==> config.mk <==
export PLATFORM = sky130hd
export DESIGN_NAME = spi_byte_shifter_flat
export DESIGN_NICKNAME = d
export VERILOG_FILES = /design/src/rtl/spi_byte_shifter_if.sv /design/src/rtl/spi_byte_shifter.sv /design/src/flat_wrapper.sv
export SDC_FILE = /design/constraint.sdc
export NUM_CORES = 1
export LEC_CHECK = 0
export ABC_AREA = 1
export CAP_MARGIN = 0
export CORE_MARGIN = 10
export CORE_UTILIZATION = 40
export DETAILED_ROUTE_END_ITERATION = 8
export GPL_TIMING_DRIVEN = 0
export PLACE_DENSITY = 0.69
export SYNTH_ARGS = -nofsm -noshare
export SYNTH_HDL_FRONTEND = slang
export SYNTH_SLANG_ARGS = --single-unit
==> constraint.sdc <==
create_clock -name sck -period 1.35 [get_ports sck]
set_clock_uncertainty 0.2 [all_clocks]
set_input_delay 0.27 -clock sck [delete_from_list [all_inputs] [get_ports sck]]
set_output_delay 0.27 -clock sck [all_outputs]
set_load 0.02 [all_outputs]
==> src/rtl/spi_byte_shifter_if.sv <==
// FIFO-side strobe/data and SPI-side frame signals of spi_byte_shifter.
// slave = the shifter itself, master = the FIFO/WiFi side that drives it.
interface spi_byte_shifter_if;
  logic       rd_clk;
  logic [7:0] fifo_dout;
  logic       fifo_empty;
  logic       fifo_rd_en;
  logic       mosi;
  logic       cs_n;
  logic       pkt_done;
  logic       underrun;

  modport master (
    output rd_clk, fifo_dout, fifo_empty,
    input  fifo_rd_en, mosi, cs_n, pkt_done, underrun
  );

  modport slave (
    input  rd_clk, fifo_dout, fifo_empty,
    output fifo_rd_en, mosi, cs_n, pkt_done, underrun
  );
endinterface

==> src/rtl/spi_byte_shifter.sv <==
// Byte-to-serial SPI shifter: reads the TX FIFO on rd_clk strobes and emits fixed-length cs_n frames.
// Define FRAME_HEADER_EN to prepend HDR_BYTE to every frame (first slot does not read the FIFO).
module spi_byte_shifter #(
  parameter int         PKT_BYTES = 256,
  parameter logic [7:0] HDR_BYTE  = 8'hA5
) (
  input  logic              sck,
  input  logic              sys_rst_n,
  spi_byte_shifter_if.slave bus
);

  localparam int CW = $clog2(PKT_BYTES + 2);
`ifdef FRAME_HEADER_EN
  localparam bit HDR_EN = 1'b1;
`else
  localparam bit HDR_EN = 1'b0;
`endif
  localparam logic [CW-1:0] LAST_CNT = CW'(PKT_BYTES + int'(HDR_EN));

  typedef enum logic [1:0] {IDLE, SHIFT, GAP} state_e;
  // Action decided on the strobe edge, carried out one edge later when FIFO data is valid.
  typedef enum logic [2:0] {ACT_NONE, ACT_FIFO, ACT_ZERO, ACT_HDR, ACT_CLOSE} act_e;

  state_e        state_q, state_d;
  act_e          act_q, act_d;
  logic [CW-1:0] byte_cnt_q;
  logic [7:0]    sr_q;
  logic [7:0]    load_byte;
  logic          mosi_q, cs_n_q, pkt_done_q, underrun_q;
  logic          rd_en, last_slot;

  assign last_slot = (byte_cnt_q == LAST_CNT);
  assign load_byte = (act_q == ACT_HDR)  ? HDR_BYTE :
                     (act_q == ACT_ZERO) ? 8'h00    : bus.fifo_dout;

  always_comb begin
    state_d = state_q;
    act_d   = ACT_NONE;
    rd_en   = 1'b0;
    case (state_q)
      IDLE: begin
        if (act_q != ACT_NONE) begin
          state_d = SHIFT;
        end else if (bus.rd_clk && !bus.fifo_empty) begin
          act_d = HDR_EN ? ACT_HDR : ACT_FIFO;
          rd_en = !HDR_EN;
        end
      end
      SHIFT: begin
        if (act_q == ACT_CLOSE) begin
          state_d = GAP;
        end else if (bus.rd_clk) begin
          if (last_slot) begin
            act_d = ACT_CLOSE;
          end else if (!bus.fifo_empty) begin
            act_d = ACT_FIFO;
            rd_en = 1'b1;
          end else begin
            act_d = ACT_ZERO;
          end
        end
      end
      GAP: begin
        // One swallowed strobe guarantees 16 sck of cs_n high between frames.
        if (bus.rd_clk) state_d = IDLE;
      end
      default: state_d = IDLE;
    endcase
  end

  always_ff @(posedge sck or negedge sys_rst_n) begin
    if (!sys_rst_n) begin
      state_q <= IDLE;
      act_q   <= ACT_NONE;
    end else begin
      state_q <= state_d;
      act_q   <= act_d;
    end
  end

  always_ff @(posedge sck or negedge sys_rst_n) begin
    if (!sys_rst_n) begin
      byte_cnt_q <= '0;
      sr_q       <= '0;
      mosi_q     <= 1'b0;
      cs_n_q     <= 1'b1;
      pkt_done_q <= 1'b0;
      underrun_q <= 1'b0;
    end else begin
      pkt_done_q <= (act_q == ACT_CLOSE);
      case (act_q)
        ACT_FIFO, ACT_ZERO, ACT_HDR: begin
          mosi_q     <= load_byte[7];
          sr_q       <= {load_byte[6:0], 1'b0};
          cs_n_q     <= 1'b0;
          byte_cnt_q <= (state_q == IDLE) ? CW'(1) : byte_cnt_q + CW'(1);
          if (act_q == ACT_ZERO) underrun_q <= 1'b1;
        end
        ACT_CLOSE: begin
          cs_n_q <= 1'b1;
          mosi_q <= 1'b0;
          sr_q   <= '0;
        end
        default: begin
          mosi_q <= (state_q == SHIFT) && sr_q[7];
          sr_q   <= {sr_q[6:0], 1'b0};
          if (state_q == IDLE) byte_cnt_q <= '0;
        end
      endcase
    end
  end

  assign bus.fifo_rd_en = rd_en;
  assign bus.mosi       = mosi_q;
  assign bus.cs_n       = cs_n_q;
  assign bus.pkt_done   = pkt_done_q;
  assign bus.underrun   = underrun_q;

  a_no_read_empty: assert property (@(posedge sck) disable iff (!sys_rst_n)
    bus.fifo_rd_en |-> !bus.fifo_empty);
  a_cnt_bound: assert property (@(posedge sck) disable iff (!sys_rst_n)
    byte_cnt_q <= LAST_CNT);

endmodule
==> src/flat_wrapper.sv <==
// flat-port wrapper written by rule: the top's interface ports become plain ports
module spi_byte_shifter_flat 
#(
  parameter int         PKT_BYTES = 256,
  parameter logic [7:0] HDR_BYTE  = 8'hA5
)
  (sck, sys_rst_n, bus_rd_clk, bus_fifo_dout, bus_fifo_empty, bus_fifo_rd_en, bus_mosi, bus_cs_n, bus_pkt_done, bus_underrun);
  spi_byte_shifter_if bus_i ();
  input  logic sck;
  input  logic sys_rst_n;
  input wire logic [$bits(bus_i.rd_clk)-1:0] bus_rd_clk;
  input wire logic [$bits(bus_i.fifo_dout)-1:0] bus_fifo_dout;
  input wire logic [$bits(bus_i.fifo_empty)-1:0] bus_fifo_empty;
  output wire logic [$bits(bus_i.fifo_rd_en)-1:0] bus_fifo_rd_en;
  output wire logic [$bits(bus_i.mosi)-1:0] bus_mosi;
  output wire logic [$bits(bus_i.cs_n)-1:0] bus_cs_n;
  output wire logic [$bits(bus_i.pkt_done)-1:0] bus_pkt_done;
  output wire logic [$bits(bus_i.underrun)-1:0] bus_underrun;
  assign bus_i.rd_clk = bus_rd_clk;
  assign bus_i.fifo_dout = bus_fifo_dout;
  assign bus_i.fifo_empty = bus_fifo_empty;
  assign bus_fifo_rd_en = bus_i.fifo_rd_en;
  assign bus_mosi = bus_i.mosi;
  assign bus_cs_n = bus_i.cs_n;
  assign bus_pkt_done = bus_i.pkt_done;
  assign bus_underrun = bus_i.underrun;
  spi_byte_shifter #(.PKT_BYTES(PKT_BYTES), .HDR_BYTE(HDR_BYTE)) u_core (.sck(sck), .sys_rst_n(sys_rst_n), .bus(bus_i));
endmodule
==> out/metrics.cfg, run 1 <==
[outcome]
outcome = complete, but fails checks
failed_checks = negative setup slack

[timing]
rsz0062_at_grt = true
setup-violations-final = 22
relSlewSlack_pct = 58.64
holdWs_ns = 0.2618
fmax_ghz = 0.4906
tightest_slew_ns = 0.6204
fin_tns_setup_ns = -2.187
hold_viol = 0
slew_viol_final = 0
period_share_pct = 151.0
period_minus_slack_ns = 2.038
setup_slack_ns = -0.6883

[layout]
layoutNonFillerInstCount = 217
seqCellArea_sq_um = 630.6
antenna_cells = 0
nNetsFinal = 199
multiInputGateArea_sq_um = 628.1
syn_to_final_growth_pct = 43.19
fillers = 259
drive_above_1_share_pct = 40.22
final_util_pct = 58.71

[placement]
place_congestion = 0.8655
portBuffers = 16
dpl.cell_count = 194
dp_hpwl_mm = 1.954

[yosys]
synth_area_leaders = dfrtp_1 49%, nand2_1 9.5%, nand3_1 8.1%
synth_edf_count = 0
syn_inst = 145
yosys-top-cells-count = 31 x nand2_1, 24 x dfrtp_1, 20 x nand3_1, 17 x inv_1, 12 x o21ai_0
synth_most_common_cell = nand2_1
ys_async_sr_fraction_pct = 100.0
mappedNetlistNets = 159
ys_types = 25
ys.flop_type = dfrtp_1
yosysSeqAreaShare_pct = 50.91
ys.warnings.count = 0
syn_avg_cell_area_sq_um = 8.491
ys_seq_elements = 25
synth_area_leader_cell = dfrtp_1
synth.cell_area_sq_mm = 0.001231
yosys.area.top_type_share_pct = 48.78

[grt]
grt_max_degree = 26
antenna_found_initial = 0
grt_pass1_wl_mm = 5.230
grt_overflow_total = 0
gr-usage-all-layers_pct = 11.82
grt_pass1_vias = 1160

[routing]
postRouteAntennaNets = 0
via_per_inst = 5.157
drc = 0
drt_iter0_drc = 71
via_count = 1119
drt_pass1_iterations = 4
routedWlPerCell_um = 14.23
wl_mm = 3.088

[worst_setup_path]
critical_path_class = register to output port
cp_data_required_time_ns = 0.88
start_kind = register
r2r_start = u_core.byte_cnt_q[1]
crit_fanout = 2
setup.worst_path.start = u_core.byte_cnt_q[1]
setup.worst_path.end_class = output port
rr_worst_depth = 10
cp.arrival_ns = 1.57

[pwr]
power.internal_w = 0.001496
p_seq_share_pct = 40.0
irDropWorstVdd_v = 0.0007442
p_sw_share_pct = 37.12
p_sw_w = 0.0008834
p_leak_nw = 0.8039
power_frac_clock_pct = 14.9
power_density_mw_per_mm2 = 1350
p_comb_share_pct = 45.1

[floorplan]
floorplan.initialDensity_pct = 41.00
num_rows = 20
die-area_sq_mm = 0.005697
die_h_um = 75.48
core_area_sq_mm = 0.003003
ioPinCount = 17
fp.dieW_um = 75.48

[cts]
cts_root_buf = clkbuf_4
clock_path_buffers = 2
numClockSinks = 25
cts_tree = built
cts_max_level = 1
clk-insertion-delay-late_ns = 0.33
cts.clk_slew.worst_paths_ns = 0.14
cts_buffers = 3

[worst_hold_path]
hp-class = primary input to async pin

[run]
max-cap-violations = 0

==> cells in the final DEF, fill, tap and decap left out, types with 4 or more instances in the layout <==
master and count:
buf_4 13, buf_6 13, clkdlybuf4s50_1 10, dfrtp_1 21, inv_1 12, inv_2 6
nand2_1 23, nand2_2 10, nand3_1 14, nand3_2 6, nand4_1 4, nor2_1 5
nor2_2 6, o21ai_0 5, o21ai_1 8
==> repair_timing <==
| item | 4_1_cts | 5_1_grt |
|---|---|---|
| gates cloned | 0 | 0 |
| endpoints found under the hold margin | 0 | 24 |
| setup buffers | 27 | 8 |
| pin swaps | 7 | 11 |
| gates resized for setup | 57 | 24 |
| setup endpoints to repair | 43 | 28 |
| hold buffers | 0 | 1 |
==> cells by family (layout without fill, tap and decap cells) <==
family | Yosys count | in the layout | share of synthesized area, %
simple gates | 74 | 74 | 28.15
flops | 25 | 25 | 50.92
buf+inv | 22 | 61 | 8.028
compound gates | 20 | 20 | 9.453
fa+ha+maj | 2 | 2 | 2.032
xor+xnor | 2 | 2 | 1.423
==> through the flow <==
step	setup slack (ns)	cell area, sq um	power, W
2_1_floorplan	-0.1065	1246	0.001412
3_3_place_gp	-0.9220	1448	0.001592
3_5_place_dp	-0.9111	1448	0.001606
4_1_cts	-0.6045	1667	0.002220
5_1_grt	-0.7937	1763	0.002533
6_report	-0.6883	1763	0.002380
==> worst max-delay path, stage by stage, from the launching register on <==
cell and delay, ns:
dfrtp_1 0.42, inv_2 0.09, ha_4 0.13, nand4_1 0.11, nor2_2 0.16, nand2_1 0.08
nand2_2 0.08, nor2_4 0.04, buf_6 0.12
==> area by class of cell <==
| type | instances | share of cell area (%) |
|---|---|---|
| Clock inverter | 1 | 0.2839 |
| Buffer | 2 | 1.278 |
| Timing Repair Buffer | 36 | 19.09 |
| Clock buffer | 3 | 1.278 |
| Inverter | 19 | 4.329 |
| Sequential cell | 25 | 35.77 |
| Multi-Input combinational cell | 98 | 35.63 |
| Tap cell | 33 | 2.342 |
==> worst paths after layout <==
kind                                              to  slack (ns)
worst max-delay path                  bus_fifo_rd_en       -0.69
worst min-delay path            u_core.byte_cnt_q[6]        0.26
worst max register to register  u_core.byte_cnt_q[1]       -0.39
worst min register to register        u_core.sr_q[6]        0.30
max in group asynchronous            u_core.act_q[1]        0.25
min in group sck                     u_core.act_q[1]        0.28
==> sequential cells by signal, summed over array words and instances (netlist names) <==
register             count
u_core.bus.pkt_done      1
u_core.act_q             3
u_core.sr_q              7
u_core.bus.mosi          1
u_core.bus.cs_n          1
u_core.bus.underrun      1
u_core.state_q           2
u_core.byte_cnt_q        9
==> power groups by stage <==
stage	logic (W)	clock network (W)	registers, W
after floorplan	0.000450	0	0.000963
after global placement	0.000635	0	0.000958
after detailed placement	0.000645	0	0.000960
after CTS	0.000920	0.000360	0.000940
after global routing	0.00117	0.000397	0.000965
final	0.00107	0.000355	0.000952
==> layer usage <==
layer  wire length (um)  up-vias  GRT usage (%)
li1                   -      549              -
met1               1268      531          12.59
met2               1582       34          20.96
met3                221        5          4.818
met4                 16        0          3.299
met5                  0        -              0
Power figures use the tool's default switching activity.
==> inputs of run 2 (changes only) <==
SKIP_LAST_GASP = 1   (was not set)
SLEW_MARGIN = 5   (was not set)
==> run 2 against run 1 <==
Net effect:
- the flow still finishes with violations (negative setup slack)
- maximum frequency down 0.80%
- cell area fell by 0.21%
- utilization down 0.12 points
- first-iteration DRC count shrank 2.8%
- via count rose by 0.63%
- non-clock buffer count up 3
- clock power grew 2%
- die area did not move
- final cell count rose by 1.4%
- critical endpoint unchanged
- largest power group unchanged
==> out/metrics.cfg, run 2 (synthesized netlist as in run 1, its figures left out) <==
[layout]
nNetsFinal = 202
largest_reg_flops = 9
regMostFlops = u_core.byte_cnt_q
stdcell_area_sq_mm = 0.001759
final_common_cell = nand2_1
syn_to_final_growth_pct = 42.89
reg.largest.list = u_core.byte_cnt_q x9, u_core.sr_q x7, u_core.act_q x3
drive_above_1_share_pct = 39.57
layout_common_cells = 24 x nand2_1, 23 x dfrtp_1, 18 x buf_4
antenna_cells = 0

[floorplan]
core_area_sq_mm = 0.003003
ioPinCount = 17
fp.dieW_um = 75.48
die-area_sq_mm = 0.005697
die_h_um = 75.48
floorplan.initialDensity_pct = 41.00
num_rows = 20

[cts]
cts_root_buf = clkbuf_4
cts_max_level = 1
clk-insertion-delay-late_ns = 0.35
numClockSinks = 25
cts_tree = built
cts_buffers = 3
cts.clk_slew.worst_paths_ns = 0.14
clock_path_buffers = 2

[pwr]
irDropWorstVdd_v = 0.0007633
p_leak_nw = 0.8145
power_density_mw_per_mm2 = 1352
p_total_w = 0.002378

[timing]
fin_tns_setup_ns = -2.229
slew_viol_final = 0
rsz0062_at_grt = true
period_minus_slack_ns = 2.055
tightest_slew_ns = 0.6132
relSlewSlack_pct = 59.12
setup_slack_ns = -0.7048
setup-violations-final = 19
period_share_pct = 152.2
hold_viol = 0
fmax_ghz = 0.4867
holdWs_ns = 0.2445

[worst_setup_path]
crit_fanout = 2
setup.worst_path.end_class = output port
rr_worst_depth = 12
cp.arrival_ns = 1.58
worstReg2RegEnd = u_core.byte_cnt_q[1]
critical_path_class = register to output port
start_kind = register
rrSetupSlack_ns = -0.65
r2r_start = u_core.byte_cnt_q[1]
cp_data_required_time_ns = 0.88

[grt]
grt_pass1_wl_mm = 5.209
grt_max_degree = 26
grt_pass1_vias = 1147
antenna_found_initial = 0
grt_overflow_total = 0
gr-usage-all-layers_pct = 11.73

[routing]
drt_pass1_iterations = 4
postRouteAntennaNets = 0
via_count = 1126
drt_iter0_drc = 69
via_per_inst = 5.118
routedWlPerCell_um = 14.29
wl_mm = 3.144
drc = 0

[outcome]
outcome = complete, but fails checks
failed_checks = negative setup slack

[worst_hold_path]
hp-class = primary input to async pin

[placement]
place_congestion = 0.8655
portBuffers = 16
dpl_cell_area_sq_mm = 0.001448
dp_hpwl_mm = 1.954

[run]
max-cap-violations = 0

-- run 2: cell count changes in the layout (fill, tap and decap cells not counted), sizes merged --
cell  before  now
buf       26   29
-- run 2: critical path: stages (launching register included) --
cell     delay (ns)
dfrtp_1        0.42
inv_2          0.09
ha_4           0.13
nand4_1        0.10
nor2_2         0.18
nand2_1        0.08
nand2_2        0.08
nor2_4         0.04
buf_6          0.12
-- run 2: power by group --
part	total [W]	internal [W]	switching, W
clock	0.000363	0.000112	0.000251
combinational	0.00106	0.000516	0.000548
sequential	0.000952	0.000872	0.0000799
total	0.00238	0.00150	0.000878
-- run 2: routing by layer --
metal,up-vias,global-route usage [%],part of all wire [%]
met5,-,0,0
met3,5,4.297,5.7
met4,0,3.093,1.3
li1,556,-,-
met1,536,12.97,41
met2,29,20.68,52
-- run 2: how the worst max path moves through the flow --
stage	from	to	cells after the start
5_1_grt	u_core.byte_cnt_q[1]	bus_fifo_rd_en	8
3_3_place_gp	bus_rd_clk	bus_fifo_rd_en	5
4_1_cts	u_core.byte_cnt_q[0]	bus_fifo_rd_en	8
2_1_floorplan	u_core.byte_cnt_q[0]	bus_fifo_rd_en	7
6_report	u_core.byte_cnt_q[0]	bus_fifo_rd_en	8
3_5_place_dp	bus_rd_clk	bus_fifo_rd_en	5
-- run 2: final cells by class --
cell class	count	area [sq um]
plain buffers	2	22.52
clock buffers	3	22.52
clock inverters	1	5.005
fillers	254	1244
inverters	19	73.82
multi-input cells	98	614.3
flip-flops and latches	25	628.1
well taps	33	41.29
repair buffers	39	351.6
-- run 2: through the flow --
| stage | std cells | utilization, % | worst slack, ns |
|---|---|---|---|
| 2_1_floorplan | 145 | - | -0.1065 |
| 3_3_place_gp | 194 | 48.21 | -0.9220 |
| 3_5_place_dp | 194 | 48.21 | -0.9111 |
| 4_1_cts | 214 | 54.96 | -0.6275 |
| 5_1_grt | 220 | 58.58 | -0.7902 |
| 6_report | 220 | 58.58 | -0.7048 |
-- run 2: timing repair --
| action | 4_1_cts | 5_1_grt |
|---|---|---|
| hold buffers | 0 | 1 |
| endpoints found under the hold margin | 0 | 24 |
| pin swaps | 6 | 9 |
| setup endpoints to repair | 43 | 26 |
| buffers inserted | 27 | 7 |
| resized for setup | 50 | 23 |
| gates cloned | 0 | 0 |
==> inputs of run 3 (changes only) <==
SLEW_MARGIN = not set   (was 5)
==> results of run 3 <==
The final DEF is identical to that of run 2; final timing and power are the same.
==> patch, RTL diff (config.mk and constraints of run 3) <==
`PKT_BYTES` is set to 256 in 2 places; all go to 512.
--- a/src/rtl/spi_byte_shifter.sv
+++ b/src/rtl/spi_byte_shifter.sv
@@ -1,7 +1,7 @@
 // Byte-to-serial SPI shifter: reads the TX FIFO on rd_clk strobes and emits fixed-length cs_n frames.
 // Define FRAME_HEADER_EN to prepend HDR_BYTE to every frame (first slot does not read the FIFO).
 module spi_byte_shifter #(
-  parameter int         PKT_BYTES = 256,
+  parameter int         PKT_BYTES = 512,
   parameter logic [7:0] HDR_BYTE  = 8'hA5
 ) (
   input  logic              sck,
--- a/src/flat_wrapper.sv
+++ b/src/flat_wrapper.sv
@@ -1,7 +1,7 @@
 // flat-port wrapper written by rule: the top's interface ports become plain ports
 module spi_byte_shifter_flat 
 #(
-  parameter int         PKT_BYTES = 256,
+  parameter int         PKT_BYTES = 512,
   parameter logic [7:0] HDR_BYTE  = 8'hA5
 )
   (sck, sys_rst_n, bus_rd_clk, bus_fifo_dout, bus_fifo_empty, bus_fifo_rd_en, bus_mosi, bus_cs_n, bus_pkt_done, bus_underrun);
Function: no difference found for any inputs over 10 cycles, from zero or initial values and one cycle with sys_rst_n low; that may be too few to reach the edited logic, so the function may still have changed.
==> patch against run 3 <==
The run still ends with setup timing left; final area grew 4.1%; critical path depth is the same; largest cell class is now multi-input gates; sequential cell count grew 1; routed wire length shrank 1.3%; non-clock buffer count shrank 8; cell count grew 9.5%; setup slack gained 0.084 ns; count of clock-buffer cells in the layout is the same; largest power group unchanged; utilization grew 0.41 points; critical endpoint unchanged; register-to-register slack gained 0.53 ns; total power grew 4.3%; critical path type unchanged; area after synthesis grew 6.2%; hold slack gained 0.034 ns.
==> patch: results (changes against run 3) <==
run_status:
  outcome: "complete, but fails checks"  # unchanged
  failed_checks: "setup timing"  # unchanged
clock_tree:
  clkLatencyLatePin_ns: 0.32  # was 0.35 ns
  htreeDepth: 1  # unchanged
  cts_buffers: 3  # unchanged
  cts_root_buf: "clkbuf_4"  # unchanged
  clockBufferDepth: 2  # unchanged
  path_clk_slew_ns: 0.14  # about the same
setup_path:
  r2r_cells: 8  # was 12
  r2r_end: "u_core.act_q[0]"  # was u_core.byte_cnt_q[1]
  rr_startpoint: "u_core.byte_cnt_q[0]"  # was u_core.byte_cnt_q[1]
  crit_fanout: 2  # unchanged
  path_class: "flop to output port"  # unchanged
  rrSetupSlack_ns: -0.12  # was -0.65 ns
  critPathArrivalTime_ns: 1.50  # was 1.58 ns
power_and_ir_drop:
  leakage_nw: 0.855  # was 0.814 nW
  irDropWorstVdd_uv: 631  # was 763 uV
  p_sw_share_pct: 35.1  # was 36.9%
placed_design:
  io_buffers: 16  # unchanged
  hpwl_mm: 2.11  # was 1.95 mm
  routabilityCongestion: 0.801  # was 0.866
  dpl.cell_count: 223  # was 194
route:
  drc_errors: 0  # unchanged
  vias_per_cell: 4.80  # was 5.12
  drt-pass1-iter-count: 4  # unchanged
  wl_mm: 3.10  # was 3.14 mm
  routedWlPerCell_microns: 12.9  # was 14.3 microns
  drt_iter0_markers: 63  # was 69
min_path:
  hold_path.class: "primary input to async pin"  # unchanged
cells_and_area:
  finalNetCount: 212  # was 202
  reg.largest.list: "u_core.byte_cnt_q: 10 flops, u_core.sr_q: 7 flops, u_core.act_q: 3 flops"  # was u_core.byte_cnt_q: 9 flops, u_core.sr_q: 7 flops, u_core.act_q: 3 flops
  drive_above_1_share_pct: 34.5  # was 39.6%
  antennaDiodeCount: 0  # unchanged
global_route:
  grt_use_total_pct: 10.3  # was 11.7%
  grt_pass1_wl_mm: 5.19  # was 5.21 mm
  antenna_found_initial: 0  # unchanged
  grt_max_degree: 27  # was 26
  grt_pass1_vias: 1166  # was 1147
sta:
  layout_setup_ws_ns: -0.621  # was -0.705 ns
  worstMarginPinSlew_ns: 0.641  # was 0.613 ns
  setup_tns_ns: -1.75  # was -2.23 ns
  setup_viol: 20  # was 19
synthesis:
  yosysWarningCount: 0  # unchanged
  synth_area_leaders: "dfrtp_1 (48%), nand2_1 (13%), nand3_1 (6.9%)"  # was dfrtp_1 (49%), nand2_1 (9.5%), nand3_1 (8.1%)
  synthArstFlopShare_pct: 100  # unchanged
  synth_cells: 163  # was 145
  synthTopCellsByCount: "nand2_1 (44), dfrtp_1 (25), nor2_1 (20)"  # was nand2_1 (31), dfrtp_1 (24), nand3_1 (20)
  synth_ff_type: "dfrtp_1"  # unchanged
  ys_seq_area_share_pct: 49.9  # was 50.9%
  synth_cell_types: 25  # unchanged
  synth_fp_nets: 177  # was 159
-- patch: cell count changes after synthesis, sizes merged --
cell and delta:
nor3 +1, a21boi -1, nor2 +8, nand4 -1, a31o -1, nand3 -2
o22ai -1, nand2 +12, o21bai +1, a21oi +3, o21ai -1, dfrtp +1
inv -1
-- patch: power groups by stage --
stage / clock network (mW) / registers [mW] / logic [mW]
after global routing: 0.582 / 0.976 / 1.09
after floorplan: 0 / 0.985 / 0.437
final: 0.536 / 0.962 / 0.983
after global placement: 0 / 0.982 / 0.623
after detailed placement: 0 / 0.982 / 0.649
after CTS: 0.550 / 0.959 / 0.888
-- patch: stage by stage --
step                      hold slack [ns]  area (sq um)  total power [mW]  worst slack, ns  utilization [%]
final                               0.279          1830              2.48           -0.621             59.0
after global routing                0.289          1830              2.65           -0.737             59.0
after CTS                          0.0911          1730              2.40           -0.671             55.8
after detailed placement            0.253          1540              1.63           -0.895             49.6
after global placement              0.250          1540              1.60           -0.907             49.6
after floorplan                    -0.226          1320              1.42           -0.153                -
-- patch: repair_timing --
item	in CTS	in global routing
endpoints found under the setup margin	50	28
setup buffers	9	4
gates resized for setup	53	23
hold endpoints to repair	0	25
pin swaps	7	7
hold buffers	0	1
-- patch: worst max-delay path by stage --
stage | end | cells past startpoint
floorplan | bus_fifo_rd_en | 7
global placement | bus_fifo_rd_en | 5
detailed placement | bus_fifo_rd_en | 5
CTS | bus_fifo_rd_en | 8
global route | bus_fifo_rd_en | 8
finish | bus_fifo_rd_en | 8
-- patch: kinds of logic (layout without fill, tap and decap cells) --
group / count (synthesis) / count (layout) / share of synthesized area [%]
buffers and inverters: 21 / 55 / 6.99
DFF: 26 / 26 / 49.9
AOI/OAI and AO/OA: 20 / 20 / 9.09
xor gates and xnor gates: 2 / 2 / 1.34
and+or+nand+nor: 92 / 92 / 30.8
adders and majority gates: 2 / 2 / 1.91
-- patch: layer usage --
layer	vias to the layer above	GRT usage, %	wire [microns]
met5	-	0	0
met4	0	2.92	33
met3	6	1.75	95
met2	19	17.6	1590
met1	546	12.9	1390
li1	587	-	-
-- patch: area by class of cell --
type                       count  area, sq um
sequential                    26          657
buffer                         3         21.3
tap                           44         55.1
timing repair buffer          30          273
multi-input combinational    116          692
clock inverter                 1         30.0
inverter                      18         80.1
fill                         285         1270
clock buffer                   3         22.5
-- patch: worst max-delay path: stages, from the launching register on --
cell and delay [ns]:
dfrtp_1 0.43, inv_2 0.09, ha_4 0.12, inv_2 0.03, nor2_1 0.07, nand4_1 0.12, nor2_2 0.14, nor2_4 0.06
buf_6 0.12
